File: src/rtl/afifo72_wr_arbiter_if.sv
// afifo72_wr_arbiter_if: requester handshakes and FIFO write port of the write arbiter
interface afifo72_wr_arbiter_if #(parameter int DW = 72);
  logic [DW-1:0] req0_din, req1_din, fifo_din;
  logic req0_valid, req0_ready, req1_valid, req1_ready, fifo_wr_en, fifo_full;
  modport master(output req0_din, req0_valid, req1_din, req1_valid, fifo_full,
                 input req0_ready, req1_ready, fifo_din, fifo_wr_en);
  modport slave(input req0_din, req0_valid, req1_din, req1_valid, fifo_full,
                output req0_ready, req1_ready, fifo_din, fifo_wr_en);
endinterface

File: src/rtl/afifo72_wr_arbiter.sv
// afifo72_wr_arbiter: frame-granular round-robin share of the async FIFO write port with port stamping
module afifo72_wr_arbiter #(
  parameter int DATA_WIDTH = 72,
  parameter int MAX_BEATS  = 512,
  parameter int CNT_WIDTH  = 32
) (
  input  logic                 clk,
  input  logic                 rst_n,
  afifo72_wr_arbiter_if.slave  bus,
  input  logic                 i_clr_stat,
  output logic [1:0]           o_grant,
  output logic [CNT_WIDTH-1:0] o_frm_cnt0,
  output logic [CNT_WIDTH-1:0] o_frm_cnt1,
  output logic                 o_trunc_err
);
  localparam int DW = DATA_WIDTH;
  localparam int BW = $clog2(MAX_BEATS + 1);
  typedef enum logic [1:0] {IDLE, BUSY0, BUSY1} state_t;
  state_t          r_state, w_next;
  logic            r_last, r_out_valid;
  logic [BW-1:0]   r_beats, w_beats_nx;
  logic [DW-1:0]   r_out_din;
  logic [DW-3:0]   w_pay;
  logic            w_port, w_ready, w_valid, w_eof_in, w_max, w_eof, w_acc, w_end, w_wr;
  assign w_port     = r_state == BUSY1;
  assign w_ready    = !r_out_valid | !bus.fifo_full;
  assign w_valid    = w_port ? bus.req1_valid : bus.req0_valid;
  assign w_pay      = w_port ? bus.req1_din[DW-3:0] : bus.req0_din[DW-3:0];
  assign w_eof_in   = w_port ? bus.req1_din[DW-1] : bus.req0_din[DW-1];
  assign w_acc      = (r_state != IDLE) & w_valid & w_ready;
  assign w_beats_nx = r_beats + 1'b1;
  assign w_max      = w_beats_nx == BW'(MAX_BEATS);
  assign w_eof      = w_eof_in | w_max;
  assign w_end      = w_acc & w_eof;
  assign w_wr       = r_out_valid & !bus.fifo_full;
  always_ff @(posedge clk or negedge rst_n)
    if (!rst_n) begin
      r_state <= IDLE;
      r_last  <= 1'b1;
    end else begin
      r_state <= w_next;
      if (r_state == IDLE && w_next != IDLE) r_last <= w_next == BUSY1;
    end
  // a tie goes to the port that did not own the previous frame
  always_comb
    w_next = (r_state == IDLE)
      ? ((bus.req0_valid & (!bus.req1_valid | r_last)) ? BUSY0 : bus.req1_valid ? BUSY1 : IDLE)
      : (w_end ? IDLE : r_state);
  always_comb begin
    o_grant        = {r_state == BUSY1, r_state == BUSY0};
    bus.req0_ready = (r_state == BUSY0) & w_ready;
    bus.req1_ready = (r_state == BUSY1) & w_ready;
    bus.fifo_wr_en = w_wr;
    bus.fifo_din   = r_out_din;
  end
  always_ff @(posedge clk or negedge rst_n)
    if (!rst_n) begin
      r_beats     <= '0;
      r_out_valid <= 1'b0;
      r_out_din   <= '0;
    end else if (w_acc) begin
      r_beats     <= w_eof ? '0 : w_beats_nx;
      r_out_valid <= 1'b1;
      r_out_din   <= {w_eof, w_port, w_pay};
    end else if (w_wr) begin
      r_out_valid <= 1'b0;
    end
  always_ff @(posedge clk or negedge rst_n)
    if (!rst_n) begin
      o_frm_cnt0  <= '0;
      o_frm_cnt1  <= '0;
      o_trunc_err <= 1'b0;
    end else if (i_clr_stat) begin
      o_frm_cnt0  <= '0;
      o_frm_cnt1  <= '0;
      o_trunc_err <= 1'b0;
    end else begin
      if (w_end & !w_port) o_frm_cnt0 <= o_frm_cnt0 + 1'b1;
      if (w_end & w_port) o_frm_cnt1 <= o_frm_cnt1 + 1'b1;
      if (w_acc & w_max & !w_eof_in) o_trunc_err <= 1'b1;
    end
endmodule
File: src/flat_wrapper.sv
// flat-port wrapper written by rule: the top's interface ports become plain ports
module afifo72_wr_arbiter_flat 
#(
  parameter int DATA_WIDTH = 72,
  parameter int MAX_BEATS  = 512,
  parameter int CNT_WIDTH  = 32
)
  (clk, rst_n, i_clr_stat, o_grant, o_frm_cnt0, o_frm_cnt1, o_trunc_err, bus_req0_din, bus_req0_valid, bus_req1_din, bus_req1_valid, bus_fifo_full, bus_req0_ready, bus_req1_ready, bus_fifo_din, bus_fifo_wr_en);
  afifo72_wr_arbiter_if bus_i ();
  input  logic clk;
  input  logic rst_n;
  input  logic i_clr_stat;
  output logic [1:0] o_grant;
  output logic [CNT_WIDTH-1:0] o_frm_cnt0;
  output logic [CNT_WIDTH-1:0] o_frm_cnt1;
  output logic o_trunc_err;
  input wire logic [$bits(bus_i.req0_din)-1:0] bus_req0_din;
  input wire logic [$bits(bus_i.req0_valid)-1:0] bus_req0_valid;
  input wire logic [$bits(bus_i.req1_din)-1:0] bus_req1_din;
  input wire logic [$bits(bus_i.req1_valid)-1:0] bus_req1_valid;
  input wire logic [$bits(bus_i.fifo_full)-1:0] bus_fifo_full;
  output wire logic [$bits(bus_i.req0_ready)-1:0] bus_req0_ready;
  output wire logic [$bits(bus_i.req1_ready)-1:0] bus_req1_ready;
  output wire logic [$bits(bus_i.fifo_din)-1:0] bus_fifo_din;
  output wire logic [$bits(bus_i.fifo_wr_en)-1:0] bus_fifo_wr_en;
  assign bus_i.req0_din = bus_req0_din;
  assign bus_i.req0_valid = bus_req0_valid;
  assign bus_i.req1_din = bus_req1_din;
  assign bus_i.req1_valid = bus_req1_valid;
  assign bus_i.fifo_full = bus_fifo_full;
  assign bus_req0_ready = bus_i.req0_ready;
  assign bus_req1_ready = bus_i.req1_ready;
  assign bus_fifo_din = bus_i.fifo_din;
  assign bus_fifo_wr_en = bus_i.fifo_wr_en;
  afifo72_wr_arbiter #(.DATA_WIDTH(DATA_WIDTH), .MAX_BEATS(MAX_BEATS), .CNT_WIDTH(CNT_WIDTH)) u_core (.clk(clk), .rst_n(rst_n), .bus(bus_i), .i_clr_stat(i_clr_stat), .o_grant(o_grant), .o_frm_cnt0(o_frm_cnt0), .o_frm_cnt1(o_frm_cnt1), .o_trunc_err(o_trunc_err));
endmodule
File: config.mk
export PLATFORM = sky130hd
export DESIGN_NAME = afifo72_wr_arbiter_flat
export DESIGN_NICKNAME = d
export VERILOG_FILES = /design/src/rtl/afifo72_wr_arbiter_if.sv /design/src/rtl/afifo72_wr_arbiter.sv /design/src/flat_wrapper.sv
export SDC_FILE = /design/constraint.sdc
export NUM_CORES = 1
export LEC_CHECK = 0
export ABC_AREA = 1
export BUFFER_PORTS_ARGS = -buffer_cell sky130_fd_sc_hd__buf_2
export CAP_MARGIN = 10
export CORE_ASPECT_RATIO = 1.4
export CORE_UTILIZATION = 46
export CTS_CLUSTER_DIAMETER = 200
export DETAILED_ROUTE_END_ITERATION = 7
export GPL_TIMING_DRIVEN = 0
export HOLD_SLACK_MARGIN = 0.08
export PLACE_DENSITY = 0.77
export RECOVER_POWER = 50
export SLEW_MARGIN = 10
export SYNTH_ARGS = -nofsm -noshare
export SYNTH_HDL_FRONTEND = slang
export SYNTH_SLANG_ARGS = --single-unit
File: constraint.sdc
create_clock -name clk -period 2 [get_ports clk]
set_input_delay 0.1 -clock clk [delete_from_list [all_inputs] [get_ports clk]]
set_output_delay 0.1 -clock clk [all_outputs]
set_load 0.01 [all_outputs]
==> reports/results.ini <==
[run_status]
outcome = finished, violations left
failed_checks = setup timing

[synth]
synth_edf_count = 0
yosysWarnings = 0
syn_area_mm2 = 0.00854
synth_ff_type = dfrtp_1
synth_area_leaders = dfrtp_1 44%, nand2_1 16%, nor2_1 8.7%
synthTopCellsByCount = 357 x nand2_1, 199 x nor2_1, 150 x dfrtp_1
async_reset_ff_frac = 1.00
ys_seq_area_frac = 0.443
yosysMostFrequentCell = nand2_1
yosys.area.top_type = dfrtp_1
synth_top_area_frac = 0.439
ys_types = 39
synth_cells = 1147
ys_ff_latch = 151
syn_nets = 1300
syn_avg_cell_area_um2 = 7.45

[route]
viasPerCell = 5.60
dr.first_iter.drc_count = 989
wirelength_mm = 35.6
drc = 0
antenna_left = 0
firstDrtPassIters = 7
dr_total_vias = 10500
wl_per_cell_um = 19.0

[critical_path]
r2r_setup_slack_ps = -80
path_class = flop to flop
regToRegStartpoint = u_core.r_beats[2]
cp_slowest_stage_delay_ps = 470
cp-startpoint = u_core.r_beats[2]
cp-start-kind = flop
cp_max_fo = 6
cp-endpoint = u_core.o_frm_cnt0[19]
critPathMostFrequentCell = nand2_1
reg2regPathDepth = 13
end_kind = flop
cp_slowest_cell = dfrtp_2
arrival_ps = 2440
path_cells = nand2_1 > nor2_1 > nand2_1 > nand2_1 > nand2_1 > nor2_4 > nand3_4 > nand2_8 > nand3_4 > nand2_8 > clkbuf_16 > nand2_4 > nand2_2
r2r_end = u_core.o_frm_cnt0[19]
crit_required_ps = 2360

[finish]
final_util = 0.709
syn_to_final_growth_pct = 50.0
num-nets-final = 1770
stdcell_count = 1874
drive_above_1_share = 0.231

[placement]
dp_hpwl_mm = 22.2
gp_congestion = 0.948
dpl.cell_count = 1676
numPortBuffers = 288

[global_route]
grt_pass1_vias = 10300
track_usage = 0.370
grt_overflow_total = 0
antenna_found_initial = 6
grt_max_degree = 104
grt_pass1_wl_mm = 53.5

[sta]
clock.fmax_mhz = 481
period_share = 1.04
setup_violations = 47
rsz0062_at_grt = true
setup_ws_ps = -77.3
maxSlewViolCount = 0
min_period_ps = 2080
worstMarginPinSlew_ps = 1270
fin_skew_ps = 10.4
finalHoldViolCount = 0
max_slew_margin = 0.152

[min_path]
min_path_type = input pin to flop
hold_depth = 5

[pwr]
vdd_drop_max_uv = 925
cellPowerDensity_mw_per_mm2 = 1090
power_leakage_nw = 5.92

[floorplanning]
coreArea_mm2 = 0.0181
rows = 58
die-area_mm2 = 0.0191
ios = 292
die_h_um = 163
die_w_um = 117
initial_utilization = 0.473

[cts]
cts-root-buf = clkbuf_16
cts_tree = yes
cts_inserted_buffers = 17
htree_levels = 4
clk_pin_slew_ps = 70
insertion_delay_ps = 430
cts_sinks = 151
cts_max_path_buffers = 2

[run]
drv_cap = 0

## critical path, delay by kind of cell, from the launching register on
| kind | cells | cell delay (ps) |
|---|---|---|
| flops | 1 | 470 |
| buf+inv | 1 | 180 |
| simple gates | 12 | 1340 |
## cell usage in the layout (no fill, tap or decap), drive strengths merged, types with 2 or more instances in the layout
cell type	netlist	routed
inv	59	62
o21a	2	2
a31oi	70	70
o22ai	2	2
nand4	16	16
xor2	45	45
buf	25	234
nand2	381	381
nand3	68	68
xnor2	13	13
diode	0	4
dlygate4sd3	0	144
nor3	31	31
ha	3	3
dfrtp	150	150
clkinvlp	0	4
o21ai	38	38
clkbuf	31	149
clkinv	1	4
nor2	205	205
nor3b	3	3
bufinv	0	2
## sequential cells by signal (all words and copies together), names as in the netlist
signal	count
u_core.r_out_valid	1
u_core.bus.fifo_din	72
u_core.o_trunc_err	1
u_core.o_frm_cnt1	32
u_core.r_state	2
u_core.r_beats	10
u_core.o_frm_cnt0	32
u_core.r_last	1
## metrics by stage
step | hold WS, ps | worst slack (ps) | power, mW | TNS [ps] | instance area (µm²)
floorplan | -196 | 88.5 | 7.49 | 0 | 8540
global placement | 359 | -1480 | 9.38 | -241040 | 10300
detailed placement | 32.4 | -281 | 9.53 | -25810 | 10300
CTS | 84.6 | 9.50 | 13.3 | 0 | 12500
global route | 145 | -178 | 14.5 | -8560 | 12800
finish | 86.2 | -77.3 | 13.9 | -1870 | 12800
## layout make-up
class                           instances  area (µm²)
Clock buffer                           20         457
Tap cell                              240         300
Clock inverter                         12         143
Buffer                                 55         375
Multi-Input combinational cell        880        4490
Timing Repair Buffer                  452        3020
Inverter                               60         230
Antenna cell                            4        10.0
Fill cell                            1383        5260
Sequential cell                       151        3790
## repair_timing
item                                    CTS  global route
hold endpoints to repair                220             0
pin swaps                                 4             3
cloned                                    0             4
gates resized for setup                  22           103
buffers inserted                         10             5
hold buffers                            144             0
endpoints found under the setup margin  147           133
## where the power goes
group	switching, mW	internal (mW)
sequential	0.687	3.96
clock	1.38	1.92
combinational	3.90	2.06
total	5.97	7.94
## routing by layer
layer	wire, µm	track usage	up-vias
met1	12900	0.429	4882
li1	-	-	4645
met5	21	0	-
met4	2360	0.229	4
met2	16800	0.592	743
met3	3570	0.113	227
## how the worst min path moves through the flow
stage                           from                      end
finish                bus_req1_valid            u_core.r_last
CTS                   bus_req1_valid            u_core.r_last
global route          bus_req1_valid            u_core.r_last
global placement    bus_req0_din[35]  u_core.bus.fifo_din[35]
floorplan                      rst_n   u_core.bus.fifo_din[0]
detailed placement             rst_n  u_core.bus.fifo_din[14]
## cells by family (layout without fill, tap and decap cells)
| kind of cell | after synthesis | count (layout) | synth area share |
|---|---|---|---|
| adder cells (fa/ha/maj) | 3 | 3 | 0.00439 |
| buffers and inverters | 116 | 599 | 0.0627 |
| AND/OR/NAND/NOR | 706 | 706 | 0.349 |
| AO/OA/AOI/OAI | 113 | 113 | 0.0817 |
| other | 0 | 4 | 0 |
| XOR/XNOR | 58 | 58 | 0.0595 |
| flip-flops | 151 | 151 | 0.443 |
Note: power is estimated with default switching activity, not from simulation.
